===== src/rtl/fetch_stage_pkg.sv =====
// Shared constants and next-PC source encodings for the fetch stage.
package fetch_stage_pkg;

   localparam logic [31:0] PC_DEFAULT = 32'h0000_3000;
   localparam int          IM_WORDS   = 1024;

   typedef enum logic [1:0] {
      NPC_SEQ = 2'd0,
      NPC_BR  = 2'd1,
      NPC_J   = 2'd2,
      NPC_JR  = 2'd3
   } npc_sel_t;

endpackage


===== src/rtl/fetch_stage_if.sv =====
// Fetch-side bundle: instruction memory port, decode control and IF/ID register.
interface fetch_stage_if;
   import fetch_stage_pkg::*;

   logic        stall;
   logic        clr;
   npc_sel_t    npc_sel;
   logic        br_taken;
   logic [31:0] rs_val;
   logic [31:0] im_addr;
   logic [31:0] im_data;
   logic [31:0] instr_d;
   logic [31:0] pc_d;
   logic [31:0] pc8_d;
   logic        valid_d;
   logic        adel_d;

   modport master (
      input  stall, clr, npc_sel, br_taken, rs_val, im_data,
      output im_addr, instr_d, pc_d, pc8_d, valid_d, adel_d
   );

   modport slave (
      output stall, clr, npc_sel, br_taken, rs_val, im_data,
      input  im_addr, instr_d, pc_d, pc8_d, valid_d, adel_d
   );

endinterface


===== src/rtl/fetch_stage_npc.sv =====
// Combinational next-PC select; redirects use the decode-stage (IF/ID) fields.
module fetch_stage_npc
   import fetch_stage_pkg::*;
(
   input  logic [31:0] pc,
   input  logic [31:0] pc_d,
   input  logic [31:0] instr_d,
   input  npc_sel_t    npc_sel,
   input  logic        br_taken,
   input  logic [31:0] rs_val,
   output logic [31:0] npc
);

   logic [31:0] br_off;

   assign br_off = {{14{instr_d[15]}}, instr_d[15:0], 2'b00};

   always_comb begin
      npc = pc + 32'd4;
      unique case (npc_sel)
         NPC_SEQ: npc = pc + 32'd4;
         NPC_BR:  if (br_taken) npc = pc_d + 32'd4 + br_off;
         NPC_J:   npc = {pc_d[31:28], instr_d[25:0], 2'b00};
         NPC_JR:  npc = rs_val;
         default: npc = pc + 32'd4;
      endcase
   end

endmodule


===== src/rtl/fetch_stage.sv =====
// Fetch stage: PC register plus IF/ID pipeline register, zero-latency instruction memory.
module fetch_stage #(
   parameter logic [31:0] PC_DEFAULT = fetch_stage_pkg::PC_DEFAULT,
   parameter int          IM_WORDS   = fetch_stage_pkg::IM_WORDS
) (
   input  logic          clk,
   input  logic          reset,
   fetch_stage_if.master bus
);
   import fetch_stage_pkg::*;

   localparam logic [31:0] IM_BYTES = 32'(4 * IM_WORDS);

   logic [31:0] pc;
   logic [31:0] npc;
   logic        pc_bad;
   logic [31:0] instr_q;
   logic [31:0] pc_q;
   logic [31:0] pc8_q;
   logic        valid_q;
   logic        adel_q;

   // Offset compare wraps below PC_DEFAULT to a huge value, so one test covers both ends.
   assign pc_bad = (pc[1:0] != 2'b00) || ((pc - PC_DEFAULT) >= IM_BYTES);

   fetch_stage_npc u_npc (
      .pc       (pc),
      .pc_d     (pc_q),
      .instr_d  (instr_q),
      .npc_sel  (bus.npc_sel),
      .br_taken (bus.br_taken),
      .rs_val   (bus.rs_val),
      .npc      (npc)
   );

   always_ff @(posedge clk or negedge reset) begin
      if (!reset) begin
         pc      <= PC_DEFAULT;
         instr_q <= '0;
         pc_q    <= PC_DEFAULT;
         pc8_q   <= PC_DEFAULT + 32'd8;
         valid_q <= 1'b0;
         adel_q  <= 1'b0;
      end else if (!bus.stall) begin
         pc    <= npc;
         pc_q  <= pc;
         pc8_q <= pc + 32'd8;
         if (bus.clr) begin
            instr_q <= '0;
            valid_q <= 1'b0;
            adel_q  <= 1'b0;
         end else begin
            instr_q <= pc_bad ? 32'd0 : bus.im_data;
            valid_q <= 1'b1;
            adel_q  <= pc_bad;
         end
      end
   end

   assign bus.im_addr = pc;
   assign bus.instr_d = instr_q;
   assign bus.pc_d    = pc_q;
   assign bus.pc8_d   = pc8_q;
   assign bus.valid_d = valid_q;
   assign bus.adel_d  = adel_q;

endmodule


===== src/flat_wrapper.sv =====
// flat-port wrapper written by rule: the top's interface ports become plain ports
module fetch_stage_flat import fetch_stage_pkg::*;
#(
   parameter logic [31:0] PC_DEFAULT = fetch_stage_pkg::PC_DEFAULT,
   parameter int          IM_WORDS   = fetch_stage_pkg::IM_WORDS
)
  (clk, reset, bus_stall, bus_clr, bus_npc_sel, bus_br_taken, bus_rs_val, bus_im_data, bus_im_addr, bus_instr_d, bus_pc_d, bus_pc8_d, bus_valid_d, bus_adel_d);
  fetch_stage_if bus_i ();
  input  logic clk;
  input  logic reset;
  input wire logic [$bits(bus_i.stall)-1:0] bus_stall;
  input wire logic [$bits(bus_i.clr)-1:0] bus_clr;
  input wire logic [$bits(bus_i.npc_sel)-1:0] bus_npc_sel;
  input wire logic [$bits(bus_i.br_taken)-1:0] bus_br_taken;
  input wire logic [$bits(bus_i.rs_val)-1:0] bus_rs_val;
  input wire logic [$bits(bus_i.im_data)-1:0] bus_im_data;
  output wire logic [$bits(bus_i.im_addr)-1:0] bus_im_addr;
  output wire logic [$bits(bus_i.instr_d)-1:0] bus_instr_d;
  output wire logic [$bits(bus_i.pc_d)-1:0] bus_pc_d;
  output wire logic [$bits(bus_i.pc8_d)-1:0] bus_pc8_d;
  output wire logic [$bits(bus_i.valid_d)-1:0] bus_valid_d;
  output wire logic [$bits(bus_i.adel_d)-1:0] bus_adel_d;
  assign bus_i.stall = bus_stall;
  assign bus_i.clr = bus_clr;
  assign bus_i.npc_sel = bus_npc_sel;
  assign bus_i.br_taken = bus_br_taken;
  assign bus_i.rs_val = bus_rs_val;
  assign bus_i.im_data = bus_im_data;
  assign bus_im_addr = bus_i.im_addr;
  assign bus_instr_d = bus_i.instr_d;
  assign bus_pc_d = bus_i.pc_d;
  assign bus_pc8_d = bus_i.pc8_d;
  assign bus_valid_d = bus_i.valid_d;
  assign bus_adel_d = bus_i.adel_d;
  fetch_stage #(.PC_DEFAULT(PC_DEFAULT), .IM_WORDS(IM_WORDS)) u_core (.clk(clk), .reset(reset), .bus(bus_i));
endmodule

===== config.mk =====
export PLATFORM = sky130hd
export DESIGN_NAME = fetch_stage_flat
export DESIGN_NICKNAME = d
export VERILOG_FILES = /design/src/rtl/fetch_stage_pkg.sv /design/src/rtl/fetch_stage_if.sv /design/src/rtl/fetch_stage_npc.sv /design/src/rtl/fetch_stage.sv /design/src/flat_wrapper.sv
export SDC_FILE = /design/constraint.sdc
export NUM_CORES = 1
export LEC_CHECK = 0
export BUFFER_PORTS_ARGS = -buffer_cell sky130_fd_sc_hd__buf_4
export CAP_MARGIN = 20
export CORE_MARGIN = 8
export CORE_UTILIZATION = 55
export DETAILED_ROUTE_END_ITERATION = 10
export GPL_TIMING_DRIVEN = 1
export HOLD_SLACK_MARGIN = 0.03
export PLACE_DENSITY_LB_ADDON = 0.25
export SYNTH_ARGS = -nofsm -noshare
export SYNTH_HDL_FRONTEND = slang
export SYNTH_HIERARCHICAL = 1
export SYNTH_SLANG_ARGS = --single-unit

===== constraint.sdc =====
create_clock -name clk -period 3.8 [get_ports clk]
set_input_delay 1.14 -clock clk [delete_from_list [all_inputs] [get_ports clk]]
set_output_delay 1.14 -clock clk [all_outputs]
set_load 0.005 [all_outputs]

======== After elaboration in Yosys (flattened, before gate mapping) ========
Cells that the tools add are included.
cells by class
  $add $sub $neg .......................... 5
  multiply operators ...................... 0
  div/mod/pow operators ................... 0
  order comparisons ....................... 1
  eq/ne operators ......................... 3
  shift operators ......................... 0
  muxes and demuxes ....................... 6
  bitwise logic cells ..................... 0
  reductions and logical operators ........ 3
operator list
  kind                                                                                    number
  32-bit one-hot mux with 4 select lines                                                  1
  32-bit two-way mux                                                                      3
  32-bit by 3-bit adder with 32-bit output (second input constant)                        2
  32-bit adder                                                                            1
  32-bit by 4-bit adder with 32-bit output (second input constant)                        1
  32-bit by 13-bit greater-or-equal comparator with 1-bit output (second input constant)  1
  32-bit by 14-bit subtractor with 32-bit output (second input constant)                  1
  2-bit equality test (second input constant)                                             2
  2-bit by 1-bit equality test with 1-bit output (second input constant)                  1
  2-bit zero test                                                                         1
  1-bit two-way mux                                                                       2
  2-bit nonzero test                                                                      1
  1-bit logical OR                                                                        1
word-level totals
  register bits after elaboration ......... 130
  bits in latches ......................... 0
  memory bits (writable) .................. 0
  memory bits (read-only) ................. 0
  input port bits ......................... 71
  output and inout port bits .............. 130
  logic and storage cells ................. 24
  memories ................................ 0

======== Depth between registers and ports, before layout ========
  depth after elaboration ................. 5
  mapped depth ............................ 14
  gate-level depth less buffers ........... 14

======== By module ========
The synthesis kept the hierarchy.
by module, submodules not included
  module           instances  cells each  area each (um^2)  seq. area each (um^2)
  fetch_stage      1          425         5282.6            3186.8
  fetch_stage_npc  1          543         3827.4            0.0

======== Least setup slack after synthesis ========
Ideal clock, no wire load.
  path kind ............................... reg2reg
  from .................................... register u_core.instr_q[15], in the netlist u_core/bus.instr_d[15]
  to ...................................... register u_core.pc[30], in the netlist u_core/bus.im_addr[30]
  setup time .............................. 125 ps
  data arrival time ....................... 2856 ps
  required time ........................... 3675 ps
  path slack .............................. 819 ps
  stages on the path, launching flop included .. 12
  path buffers ............................ 1
  period minus slack after synthesis ...... 2981 ps
  cell sequence ........................... dfrtp_1 -> ha_1 -> ha_1 -> clkbuf_1 -> a21o_1 -> a21oi_1 -> o21ai_1 -> a2111oi_0 -> o21ai_1 -> a211o_1 -> o311a_1 -> mux2_2
between the ends
  cells in the longest elaborated chain, start to end .. 3
RTL lines
  element                                 line                   text
  start: declaration                      fetch_stage.sv:17      logic [31:0] instr_q;
  start signal: assignment                fetch_stage.sv:53      instr_q <= pc_bad ? 32'd0 : bus.im_data;
  32-bit adder                            fetch_stage_npc.sv:22  NPC_BR: if (br_taken) npc = pc_d + 32'd4 + br_off;
  32-bit two-way mux                      fetch_stage_npc.sv:22
  32-bit one-hot mux with 4 select lines  fetch_stage_npc.sv:20  unique case (npc_sel)
  named net u_core.npc[30]                fetch_stage.sv:15      logic [31:0] npc;
  end signal: assignment                  fetch_stage.sv:45      pc <= npc;
  end: declaration                        fetch_stage.sv:14      logic [31:0] pc;
The timed path passes the listed nets, and every way through them passes these cells.
A chain may end at the register's enable or synchronous reset.

======== Worst setup path in the final report ========
  from .................................... register u_core.instr_q[15], in the netlist u_core/bus.instr_d[15]
  to ...................................... register u_core.pc[28], in the netlist u_core/bus.im_addr[28]
The elaborated chain is that of the path after synthesis.

==> impl_metrics.tcl <==
set metrics [dict create \
    status "finished clean" \
    place_area_um2 10800 \
    htree_levels 4 \
    syn_nets 1099 \
    finalSetupTns_ns 0 \
    yosys_most_used_dff "dfrtp_1" \
    drt-met1-wl_um 12200 \
    gr-total-overflow 0 \
    max_freq_mhz 290 \
    wl_met2_um 15300 \
    io_pins 201 \
    drive_above_1_share_pct 30.2 \
    grt_pass1_wl_um 49200 \
    p_leak_nw 5.28 \
    p_int_mw 3.41 \
    syn2layout_area_growth_pct 25.3 \
    die_h_um 145 \
    r2r-end "u_core/bus.im_addr[28]" \
    wirelength_um 31800 \
    finalNetCount 1282 \
    power_frac_clock_pct 32.1 \
    gp_congestion 0.954 \
    drv_cap 0 \
    syn_avg_cell_area_um2 9.41 \
    track_usage_pct 30.7 \
    vias_per_cell 6.30 \
    p_total_mw 5.24 \
    hold_viol 0 \
    endpoint_kind "register" \
    core_area_um2 16400 \
    ys_seq_elements 127 \
    final_max_slew_viol_count 0 \
    numCtsBuffers 17 \
    synth.distinct_cells 75 \
    dp.cells 1352 \
    detail_route.iter0.violations 846 \
    yosys_warnings 6 \
    clkSlewWorstSetupHoldPaths_ns 0.06 \
    wl_met3_um 2800 \
    diodes 0 \
    instances_no_fill 1384 \
    cts_tree "built" \
    report.final.setup_viol 0 \
    synth_edf_count 0 \
    grt_setup_unrepaired "no" \
    vias 8719 \
    drc_errors 0 \
    cts_sinks 127 \
    p_comb_share_pct 31.9 \
    critPathLaunch "u_core/bus.instr_d[15]" \
    relSlewSlack_pct 38.8 \
    cp_max_fo 18 \
    ant_nets 0 \
    die_x_um 145 \
    critical_path_class "reg2reg" \
    synth.cell_area_um2 9110 \
    cts_buffer_depth 2 \
    antenna_found_initial 0 \
    required_ns 4.11 \
    cts_setup_buffers 0 \
    p_sw_mw 1.84 \
    dr.pass1.iters 5 \
    clk_latency_ns 0.43 \
    ctsRootBufferMaster "clkbuf_16" \
    min_period_ns 3.45 \
    powerDensity_nw_per_um2 459 \
    cts_hold_buf 0 \
    ys_seq_area_share_pct 35.0 \
    tightest_slew_ns 0.909 \
    netlist_instances 968 \
    crit_arrival_ns 3.76 \
    peakVddDrop_mv 0.329 \
    critPathLaunchType "register" \
    final_cell_area_um2 11400 \
    die_area_um2 20900 \
    p_seq_share_pct 36.0 \
    post_cts_resized 0 \
    grt_max_degree 88 \
    async_flop_share_pct 100 \
    hold_class "reg2reg" \
    holdPathStages 2 \
    start_util_pct 55.5 \
    netSwitchingFraction_pct 35.0 \
    ff2ff_path_depth 10 \
    r2r_slack_ns 0.35 \
    port_buffers 200 \
    skew_ns 0.00870 \
    wl_per_cell_um 23.0 \
    crit_end "u_core/bus.im_addr[28]" \
    hpwl_um 23300 \
    fin_crit_sh_pct 90.7 \
    routed.top_layer "met4" \
    r2r_start "u_core/bus.instr_d[15]" \
    num_rows 47 \
    grt_pass1_vias 8858 \
]
[synth_stat cells (7+ instances only)]
cell | count | area, µm²
a22o_1 | 36 | 315
buf_2 | 8 | 40.0
mux4_2 | 8 | 180
a21oi_1 | 41 | 205
and3_1 | 11 | 68.8
nand4_1 | 22 | 138
xnor2_1 | 40 | 350
a21o_1 | 10 | 75.1
nand3_1 | 23 | 115
mux2_2 | 60 | 676
inv_1 | 26 | 97.6
o21ai_0 | 53 | 265
dfrtp_1 | 120 | 3000
o221ai_1 | 7 | 61.3
dfstp_2 | 7 | 184
o21a_1 | 7 | 52.6
or4_1 | 12 | 90.1
nor3_1 | 12 | 60.1
nand2b_1 | 9 | 56.3
a31oi_1 | 18 | 113
ha_1 | 59 | 738
a211oi_1 | 8 | 60.1
nor2_1 | 64 | 240
clkbuf_1 | 40 | 150
xor2_1 | 18 | 158
nor2b_1 | 8 | 50.1
nor4_1 | 16 | 100
o21ai_1 | 9 | 45.0
nand2_1 | 96 | 360
o31ai_1 | 16 | 120
[through the flow]
stage	hold slack (ns)	util [%]	worst slack (ns)
5_1_grt	0.511	69.6	0.0623
2_1_floorplan	0.475	-	0.819
3_5_place_dp	0.478	65.9	0.434
6_report	0.492	69.6	0.352
4_1_cts	0.490	69.6	0.417
3_3_place_gp	0.467	65.9	0.469
[worst min-delay path by stage]
stage,to,start,slack (ns)
after floorplan,u_core/bus.adel_d,u_core/bus.adel_d,0.48
after global placement,u_core/bus.pc8_d[18],u_core/bus.pc8_d[18],0.47
after detailed placement,u_core/bus.pc8_d[9],u_core/bus.pc8_d[9],0.48
after CTS,u_core/bus.pc8_d[14],u_core/bus.pc8_d[14],0.49
after global routing,u_core/bus.pc8_d[17],u_core/bus.pc8_d[17],0.51
final,u_core/bus.pc8_d[9],u_core/bus.pc8_d[9],0.49
[registers in the layout, indices dropped and copies added, names as in the netlist]
register and cells:
u_core/bus.im_addr 32, u_core/bus.instr_d 32, u_core/bus.pc_d 32, u_core/bus.pc8_d 29, u_core/bus.adel_d 1, u_core/bus.valid_d 1
[cell usage in the layout (no fill, tap or decap), types with 5 or more instances in the layout]
| cell | Yosys | final |
|---|---|---|
| buf_4 | 4 | 223 |
| dfrtp_1 | 120 | 120 |
| nand2_1 | 96 | 96 |
| nor2_1 | 64 | 64 |
| mux2_2 | 60 | 60 |
| ha_1 | 59 | 59 |
| o21ai_0 | 53 | 53 |
| a21oi_1 | 41 | 41 |
| xnor2_1 | 40 | 40 |
| a22o_1 | 36 | 36 |
| inv_1 | 26 | 26 |
| nand3_1 | 23 | 23 |
| nand4_1 | 22 | 22 |
| a31oi_1 | 18 | 18 |
| xor2_1 | 18 | 18 |
| clkbuf_16 | 0 | 17 |
| o31ai_1 | 16 | 16 |
| nor4_1 | 16 | 15 |
| or4_1 | 12 | 12 |
| nor3_1 | 12 | 12 |
| and3_1 | 11 | 11 |
| a21o_1 | 10 | 10 |
| nand2b_1 | 9 | 9 |
| o21ai_1 | 9 | 9 |
| nor2b_1 | 8 | 8 |
| a211oi_1 | 8 | 8 |
| mux4_2 | 8 | 8 |
| dfstp_2 | 7 | 7 |
| o21a_1 | 7 | 7 |
| o221ai_1 | 7 | 7 |
| and4_1 | 6 | 6 |
| mux2i_1 | 6 | 6 |
| and2_1 | 5 | 5 |
| a211o_1 | 5 | 5 |
| o211ai_1 | 5 | 5 |
| a221oi_1 | 5 | 5 |
[final cells by class]
type | count | area (µm²)
Multi-Input combinational cell | 753 | 5550
Fill cell | 1310 | 4990
Sequential cell | 127 | 3190
Timing Repair Buffer | 225 | 1710
Clock buffer | 18 | 439
Tap cell | 220 | 275
Clock inverter | 14 | 158
Inverter | 27 | 101
[power by group through the flow]
| stage | Clock (mW) | Sequential [mW] | Combinational, mW |
|---|---|---|---|
| after floorplan | 0 | 1.87 | 0.844 |
| after global placement | 0 | 1.90 | 1.62 |
| after detailed placement | 0 | 1.90 | 1.65 |
| after CTS | 1.70 | 1.88 | 1.66 |
| after global routing | 1.76 | 1.92 | 1.82 |
| final | 1.68 | 1.89 | 1.67 |
[worst max-delay path, stage by stage, from the launching register on]
cell,delay [ns]
dfrtp_1,0.81
ha_1,0.36
ha_1,0.40
a21oi_1,0.21
nor2b_1,0.21
nand2b_1,0.09
a311oi_2,0.34
nor4_1,0.15
o21ai_1,0.15
or3b_1,0.34
mux2_2,0.26
[routing by layer]
layer,vias to the layer above,global-route usage [%]
met5,-,0
met4,0,15.7
met3,79,6.63
met2,465,50.4
met1,4200,37.4
li1,3975,-
[cells by family (layout without fill, tap and decap cells)]
| group | Yosys count | after routing | synth area share (%) |
|---|---|---|---|
| compound gates | 251 | 251 | 18.8 |
| xor+xnor | 58 | 58 | 5.58 |
| fa+ha+maj | 60 | 60 | 8.32 |
| buf+inv | 88 | 284 | 4.15 |
| flops | 127 | 127 | 35.0 |
| mux | 76 | 76 | 10.3 |
| simple gates | 308 | 308 | 17.9 |
(Power assumes the default switching activity.)
